[config.mk]
export PLATFORM = sky130hd
export DESIGN_NAME = cci_test_fiu_throttle
export DESIGN_NICKNAME = d
export VERILOG_FILES = /design/src/rtl/cci_test_fiu_throttle.sv
export SDC_FILE = /design/constraint.sdc
export NUM_CORES = 1
export LEC_CHECK = 0
export ABC_AREA = 1
export CORE_MARGIN = 2
export CORE_UTILIZATION = 42
export DETAILED_ROUTE_END_ITERATION = 7
export GPL_TIMING_DRIVEN = 1
export PLACE_DENSITY = 0.65
export SLEW_MARGIN = 30
export SYNTH_ARGS = -nofsm -noshare
export SYNTH_HDL_FRONTEND = slang
export SYNTH_SLANG_ARGS = --single-unit
[constraint.sdc]
create_clock -name clk -period 10.4 [get_ports clk]
set_input_delay 1.04 -clock clk [delete_from_list [all_inputs] [get_ports clk]]
set_output_delay 1.04 -clock clk [all_outputs]
set_load 0.01 [all_outputs]
[src/rtl/cci_test_fiu_throttle.sv]
// cci_test_fiu_throttle: per-channel FIU in-flight line tracker driving forced almost-full with slack and hysteresis.
module cci_test_fiu_throttle_chan #(
    parameter int CNT_W       = 10,
    parameter int SLACK_LINES = 8,
    parameter int HYST_LINES  = 4
) (
    input  logic             clk,
    input  logic             reset_n,
    input  logic [2:0]       inc,
    input  logic [2:0]       dec,
    input  logic             limit_en,
    input  logic [CNT_W-1:0] limit,
    input  logic             clear_stats,
    output logic             force_af,
    output logic [CNT_W-1:0] active,
    output logic [CNT_W-1:0] peak,
    output logic             err_uf,
    output logic             err_of
);
    localparam int W = CNT_W + 2;
    localparam logic [W-1:0] MAXV = W'((1 << CNT_W) - 1);
    typedef enum logic {OPEN, THROTTLE} state_t;
    state_t state_q, state_d;
    logic [CNT_W-1:0] cnt_q, cnt_d, peak_q, peak_d;
    logic err_uf_q, err_uf_d, err_of_q, err_of_d;
    logic [W-1:0] nxt, lvl, lim_w;
    logic uf, of;
    // Two guard bits keep cur+inc-dec exact; the top bit doubles as the sign.
    always_comb begin
        nxt      = {2'b00, cnt_q} + W'(inc) - W'(dec);
        uf       = nxt[W-1];
        of       = !uf && (nxt > MAXV);
        cnt_d    = uf ? '0 : (of ? '1 : nxt[CNT_W-1:0]);
        lvl      = {2'b00, cnt_d} + W'(SLACK_LINES);
        lim_w    = {2'b00, limit};
        state_d  = state_q;
        if (state_q == OPEN && limit_en && lvl >= lim_w)
            state_d = THROTTLE;
        else if (state_q == THROTTLE && (!limit_en || (lvl + W'(HYST_LINES)) < lim_w))
            state_d = OPEN;
        peak_d   = (clear_stats || cnt_d > peak_q) ? cnt_d : peak_q;
        err_uf_d = uf || (err_uf_q && !clear_stats);
        err_of_d = of || (err_of_q && !clear_stats);
    end
    always_ff @(posedge clk or negedge reset_n) begin
        if (!reset_n) begin
            state_q  <= OPEN;
            cnt_q    <= '0;
            peak_q   <= '0;
            err_uf_q <= 1'b0;
            err_of_q <= 1'b0;
        end else begin
            state_q  <= state_d;
            cnt_q    <= cnt_d;
            peak_q   <= peak_d;
            err_uf_q <= err_uf_d;
            err_of_q <= err_of_d;
        end
    end
    assign force_af = (state_q == THROTTLE);
    assign active   = cnt_q;
    assign peak     = peak_q;
    assign err_uf   = err_uf_q;
    assign err_of   = err_of_q;
endmodule

module cci_test_fiu_throttle #(
    parameter int MAX_ACTIVE_LINES = 512,
    parameter int SLACK_LINES      = 8,
    parameter int HYST_LINES       = 4,
    parameter int CNT_W            = $clog2(MAX_ACTIVE_LINES) + 1
) (
    input  logic             clk,
    input  logic             reset_n,
    input  logic             c0_req_valid,
    input  logic [1:0]       c0_req_cl_len,
    input  logic             c0_rsp_valid,
    input  logic             c1_req_valid,
    input  logic             c1_rsp_valid,
    input  logic             c1_rsp_packed,
    input  logic [1:0]       c1_rsp_cl_num,
    input  logic             limit_en,
    input  logic [CNT_W-1:0] c0_limit,
    input  logic [CNT_W-1:0] c1_limit,
    input  logic             clear_stats,
    output logic             c0_force_almost_full,
    output logic             c1_force_almost_full,
    output logic [CNT_W-1:0] c0_active_lines,
    output logic [CNT_W-1:0] c1_active_lines,
    output logic [CNT_W-1:0] c0_peak_lines,
    output logic [CNT_W-1:0] c1_peak_lines,
    output logic [1:0]       err_underflow,
    output logic [1:0]       err_overflow
);
    logic [2:0] c0_inc, c0_dec, c1_inc, c1_dec;
    always_comb begin
        c0_inc = c0_req_valid ? {1'b0, c0_req_cl_len} + 3'd1 : 3'd0;
        c0_dec = {2'b00, c0_rsp_valid};
        c1_inc = {2'b00, c1_req_valid};
        c1_dec = c1_rsp_valid ? (c1_rsp_packed ? {1'b0, c1_rsp_cl_num} + 3'd1 : 3'd1) : 3'd0;
    end
    cci_test_fiu_throttle_chan #(.CNT_W(CNT_W), .SLACK_LINES(SLACK_LINES), .HYST_LINES(HYST_LINES)) u_c0 (
        .clk(clk), .reset_n(reset_n), .inc(c0_inc), .dec(c0_dec),
        .limit_en(limit_en), .limit(c0_limit), .clear_stats(clear_stats),
        .force_af(c0_force_almost_full), .active(c0_active_lines), .peak(c0_peak_lines),
        .err_uf(err_underflow[0]), .err_of(err_overflow[0])
    );
    cci_test_fiu_throttle_chan #(.CNT_W(CNT_W), .SLACK_LINES(SLACK_LINES), .HYST_LINES(HYST_LINES)) u_c1 (
        .clk(clk), .reset_n(reset_n), .inc(c1_inc), .dec(c1_dec),
        .limit_en(limit_en), .limit(c1_limit), .clear_stats(clear_stats),
        .force_af(c1_force_almost_full), .active(c1_active_lines), .peak(c1_peak_lines),
        .err_uf(err_underflow[1]), .err_of(err_overflow[1])
    );
endmodule

# Word-level counts from Yosys, hierarchy flattened
# Cells that the tools add are included.
dict set report word_totals {
  wordCells 67
  in_bits 33
  regBits 46
  output_inout_bits 46
}
dict set report classes {
  magnitude_cmp 8
  bitwise_logic 2
  addsub 10
  reduce_logical 26
  mux 11
}
# op n
set ops {}
lappend ops {{$mux 10} 4}
lappend ops {{$add 12x3->12 const B} 2}
lappend ops {{$ge 12x10->1} 2}
lappend ops {{$gt 12x10->1 const B} 2}
lappend ops {{$lt 12x10->1} 2}
lappend ops {{$add 10x4->11 const B} 2}
lappend ops {{$gt 10x10->1} 2}
lappend ops {{$logic_and 1x1->1} 12}
lappend ops {{$sub 12x1->12} 1}
lappend ops {{$sub 12x3->12} 1}
lappend ops {{$add 10x1->11} 1}
lappend ops {{$add 10x3->11} 1}
lappend ops {{$mux 3} 3}
lappend ops {{$logic_or 1x1->1} 8}
lappend ops {{$add 2x1->3 const B} 2}
lappend ops {{$logic_not 1->1} 4}
lappend ops {{$mux 1} 4}
lappend ops {{$reduce_bool 2->1} 2}
lappend ops {{$not 1->1} 2}

# Depth between registers and ports, before layout
dict set report depth {
  ltp_word 15
  mapped_depth 35
  depth_no_buf 34
}

# Cells and area by module
# A second synthesis with hierarchy kept.
dict set report hier_totals {
  cells_unflattened 704
  area_unflattened_um2 5092.4
}
# module area_per_inst_um2 instances seq_area_each_um2 cells_per_inst
set by_module_without_submodules {}
lappend by_module_without_submodules {{cci_test_fiu_throttle_chan (u_c1)} 2524.9 1 575.6 346}
lappend by_module_without_submodules {{cci_test_fiu_throttle_chan (u_c0)} 2488.6 1 575.6 342}
lappend by_module_without_submodules {cci_test_fiu_throttle 78.8 1 0.0 16}

# Least setup slack after synthesis
# Ideal clock, no wire load.
dict set report synth_path {
  path_kind {input-to-reg}
  start {input c1_req_valid}
  end {register u_c1.state_q, in the netlist u_c1.force_af}
  arrival_time_ns 4.825
  setup_time_ns 0.113
  required_ns 10.287
  cell_stages 29
  slack_ns 5.462
  path_buffers 0
  cell_sequence {ha_1 > ha_1 > inv_1 > fa_1 > or2_2 > nand3_1 > nor2_1 > nand2_1 > nor2_2 > nand2_1 > nand2_2 > nand2_4 > nand2_1 > nand2_1 > inv_1 > ha_1 > inv_1 > o21ai_0 > nand2_1 > inv_1 > ha_1 > nand2_1 > nor2_1 > a211oi_1 > a21oi_1 > a2111oi_0 > a21oi_1 > nand2_1 > inv_1}
}
dict set report synth_between {
  elab_chain_len 12
  elab_cells_between_ends 16
  cone_classes {4 x add/sub; 3 x order compare; 3 x mux; 6 x reduce/logical}
}
# item line
set synth_rtl {}
lappend synth_rtl {{start: declaration} 78} ;# input logic c1_req_valid,
lappend synth_rtl {{$add 10x1->11 *} 30} ;# nxt = {2'b00, cnt_q} + W'(inc) - W'(dec);
lappend synth_rtl {{$sub 12x3->12 *} 30}
lappend synth_rtl {{$gt 12x10->1 / $logic_not 1->1 (equally long branches)} 32} ;# of = !uf && (nxt > MAXV);
lappend synth_rtl {{$logic_and 1x1->1} 32}
lappend synth_rtl {{$mux 10} 33} ;# cnt_d = uf ? '0 : (of ? '1 : nxt[CNT_W-1:0]);
lappend synth_rtl {{$mux 10 *} 33}
lappend synth_rtl {{via u_c1.cnt_d[3]} 24} ;# logic [CNT_W-1:0] cnt_q, cnt_d, peak_q, peak_d;
lappend synth_rtl {{$add 10x4->11 *} 34} ;# lvl = {2'b00, cnt_d} + W'(SLACK_LINES);
lappend synth_rtl {{$add 12x3->12} 39} ;# else if (state_q == THROTTLE && (!limit_en || (lvl + W'(HYST_LINES)) < lim_w))
lappend synth_rtl {{$lt 12x10->1} 39}
lappend synth_rtl {{$logic_or 1x1->1} 39}
lappend synth_rtl {{$logic_and 1x1->1} 39}
lappend synth_rtl {{$reduce_bool 2->1 (no line)} --}
lappend synth_rtl {{end signal: assignment} 53} ;# state_q <= state_d;
lappend synth_rtl {{end: declaration} 23} ;# state_t state_q, state_d;
# The timed path passes the listed nets; every way through them passes the cells marked *.
# A chain may end at the register's enable or synchronous reset.

# Worst setup path after layout
dict set report layout_path {
  start {input c0_req_valid}
  end {register u_c0.state_q, in the netlist u_c0.force_af}
}
dict set report layout_between {
  elab_chain_len 13
  elab_cells_between_ends 17
  cone_classes {4 x add/sub; 3 x order compare; 4 x mux; 6 x reduce/logical}
}
# item line
set layout_rtl {}
lappend layout_rtl {{start: declaration} 75} ;# input logic c0_req_valid,
lappend layout_rtl {{$mux 3 *} 97} ;# c0_inc = c0_req_valid ? {1'b0, c0_req_cl_len} + 3'd1 : 3'd0;
lappend layout_rtl {{$add 10x3->11 *} 30}
lappend layout_rtl {{$sub 12x1->12 *} 30}
lappend layout_rtl {{$gt 12x10->1 / $logic_not 1->1 (equally long branches)} 32}
lappend layout_rtl {{$logic_and 1x1->1} 32}
lappend layout_rtl {{$mux 10} 33}
lappend layout_rtl {{$mux 10 *} 33}
lappend layout_rtl {{via u_c0.cnt_d[4]} 24}
lappend layout_rtl {{$add 10x4->11 *} 34}
lappend layout_rtl {{$add 12x3->12} 39}
lappend layout_rtl {{$lt 12x10->1} 39}
lappend layout_rtl {{$logic_or 1x1->1} 39}
lappend layout_rtl {{$logic_and 1x1->1} 39}
lappend layout_rtl {{$reduce_bool 2->1 (no line)} --}
lappend layout_rtl {{end signal: assignment} 53}
lappend layout_rtl {{end: declaration} 23}
# Marked as above.

==> results by group <==
Clocking
  • Number of setup buffers added after CTS: 0
  • Clk sinks: 46
  • Num CTS Buffers: 5
  • CTS tree: yes
  • # resized after CTS: 0
  • Clock tree buffer depth: 2
  • CTS root buffer: clkbuf_16
  • Worst-path clk slew: 0.07 ns
  • CTS hold repair buffers: 0
  • H-tree levels: 2
  • Clk Latency, worst-skew pair: 0.29 ns

Setup path
  • Capture point of the worst reg-to-reg path: u_c1.force_af
  • Critical Path AT: 5.81 ns
  • Max Fanout on Critical Path: 13
  • Crit. End Element: flop
  • CP max-delay cell: clkdlybuf4s50_1
  • R2R depth: 29
  • Worst Path Required: 10.59 ns
  • Max stage delay on crit path: 0.50 ns
  • Reg-to-reg setup timing slack: 5.59 ns
  • CP startpoint kind: primary input
  • Cell mode on critical path: inv_1
  • Worst r2r src: u_c1.active[0]
  • Setup Crit Path Kind: in -> reg

Drt
  • Total number of vias: 4402
  • Routed vias/inst: 4.95
  • DR iter-0 viols: 169
  • Initial DRT Pass Iterations: 5
  • Drt total wl: 11500 µm
  • ANT nets after route: 0
  • Post-route DRC violation count: 0
  • DR WL/cell: 12.9 µm

Synthesis
  • Syn avg cell area: 7.19 µm²
  • Synth Flop Type: dfrtp_1
  • Yosys top cell area share: 0.240
  • Post-synth EDFFs: 0
  • Most area-consuming cells after synthesis: dfrtp_1 (24%), ha_1 (19%), nand2_1 (13%), inv_1 (9.1%), nand3_1 (4.7%)
  • Synth cell types: 40
  • Mapped Cells: 668
  • Flops & latches, synth: 46
  • Yosys warns: 0
  • Cell taking the most area after synthesis: dfrtp_1
  • Post-Syn Area: 4800 µm²
  • Mapped Nets: 777
  • Async S/R FF share, synth: 1.00
  • Seq/Total Area, Yosys: 0.240

Placement
  • IO buf count: 78
  • DP HPWL: 9700 µm
  • Gpl congestion: 0.863
  • Placed insts: 882

Floorplanning
  • Die Ht: 111 µm
  • IO Count: 79
  • DIE WIDTH: 111 µm
  • Num rows: 39
  • Core ar.: 11300 µm²
  • Die ar.: 12300 µm²
  • Initial core utilization: 0.426

Timing
  • Final period util: 0.541
  • Worst slew margin: 0.542
  • Achievable Freq: 178 MHz
  • TNS Setup: 0 ns
  • Hold Fails Final Rpt: 0
  • Worst slew pin tran: 0.680 ns
  • Final slew viol count: 0
  • Final setup fails: 0
  • RSZ-0062 raised after global routing: false
  • Clk_skew: 0.00382 ns
  • Post-layout minimum cycle time: 5.63 ns

Pwr
  • Pint: 1.05 mW
  • Switching part of the total: 0.524
  • Peak supply drop: 0.000286 V
  • Flop pwr share: 0.156
  • Leakage power: 3.08 nW
  • Clk network pwr share: 0.074
  • Combinational fraction of design power: 0.770
  • Tot Pwr: 2.21 mW
  • Sw power: 1.16 mW
  • Pwr per Cell Area: 377 nW/µm²

Min path
  • Min-Delay Path Class: reg -> reg
  • Worst Hold Path Cells: 2
  • Hold EP: u_c0.err_of
  • Hold_sp: u_c0.err_of

Cells and area
  • Nets: 855
  • Share of post-route cells with drive strength above 1: 0.0884
  • Most common cell after layout, fill and taps aside: nand2_1
  • Layout Cells excl Fill: 890
  • Commonest cells after routing, fill and taps aside: nand2_1 (166), inv_1 (117), clkdlybuf4s50_1 (77)
  • Syn-to-layout area delta: 22.0%
  • Antenna Cells: 0

Global route
  • Initial antenna violation count: 0
  • Overflow after GRT: 0
  • Largest net degree at the start of global routing: 47
  • Via count of the first global-routing pass: 4587
  • Global-route wire length before repair: 20600 µm
  • Total GRT Usage: 0.200

Job
  • Max-cap violations: 0

Status
  • Status: completed
## cell families after synthesis
family | share of synthesized area
AO/OA/AOI/OAI | 0.101
buffers and inverters | 0.109
AND/OR/NAND/NOR | 0.297
XOR/XNOR | 0.0523
adder cells (fa/ha/maj) | 0.201
flip-flops | 0.240
## power by group through the flow
stage | clock network [mW] | registers [mW] | logic [mW]
CTS | 0.169 | 0.346 | 1.72
detailed placement | 0 | 0.347 | 1.70
global placement | 0 | 0.348 | 1.66
floorplan | 0 | 0.362 | 1.19
finish | 0.164 | 0.344 | 1.70
global route | 0.178 | 0.357 | 2.00
## sequential cells by signal, indices dropped and copies added (netlist names)
register and count:
u_c1.err_uf 1, u_c1.peak 10, u_c0.err_uf 1, u_c0.active 10
u_c1.force_af 1, u_c0.force_af 1, u_c1.err_of 1, u_c0.peak 10
u_c0.err_of 1, u_c1.active 10
## routing by layer
metal  up-vias  share of wire  GRT usage
li1       2297              -          -
met1      1976           0.44      0.249
met2       107           0.49      0.362
met3        22          0.043     0.0279
met4         0          0.022     0.0517
met5         -              0          0
## synth_stat cells (3+ instances only)
| cell | count |
|---|---|
| a21oi_1 | 24 |
| o21ai_2 | 3 |
| o21ai_0 | 32 |
| inv_2 | 9 |
| xor2_1 | 17 |
| nor2_1 | 32 |
| nand2_4 | 3 |
| o21bai_1 | 4 |
| xnor2_1 | 8 |
| nor2_2 | 11 |
| nand3_1 | 45 |
| inv_1 | 117 |
| nand4_1 | 14 |
| buf_4 | 4 |
| ha_1 | 74 |
| nand2_2 | 16 |
| nor3_1 | 4 |
| a211oi_1 | 3 |
| nand2_1 | 166 |
| nand3_2 | 4 |
| nand3b_1 | 4 |
| dfrtp_1 | 46 |
| nand3_4 | 3 |
## area by class of cell
class,count,area (µm²)
inverters,126,473
flip-flops and latches,46,1150
fillers,1117,5410
multi-input cells,489,3130
well taps,143,179
repair buffers,78,778
clock buffers,5,125
clock inverters,3,25.0
## how the worst max path moves through the flow
stage                               end  slack (ns)         start
after floorplan           u_c1.force_af        5.46  c1_req_valid
after global placement    u_c0.force_af        4.56  c0_req_valid
after detailed placement  u_c0.force_af        4.46  c0_req_valid
after CTS                 u_c0.force_af        4.77  c0_req_valid
after global routing      u_c0.force_af        4.15  c0_req_valid
final                     u_c0.force_af        4.77  c0_req_valid
## worst max-delay path, delay by kind of cell
family          cells  cell delay, ns
buf+inv             8            0.96
simple gates       15            1.91
xor+xnor            1            0.16
fa+ha+maj           4            1.13
compound gates      4            0.61
## metrics by stage
stage	hold WS [ns]	util	instance area [µm²]	worst slack, ns
final	0.481	0.520	5860	4.77
after global routing	0.539	0.520	5860	4.15
after CTS	0.490	0.520	5860	4.77
after detailed placement	0.474	0.507	5710	4.46
after global placement	0.475	0.507	5710	4.56
after floorplan	0.450	-	4800	5.46
No activity file was read; power rests on OpenSTA's default activity.
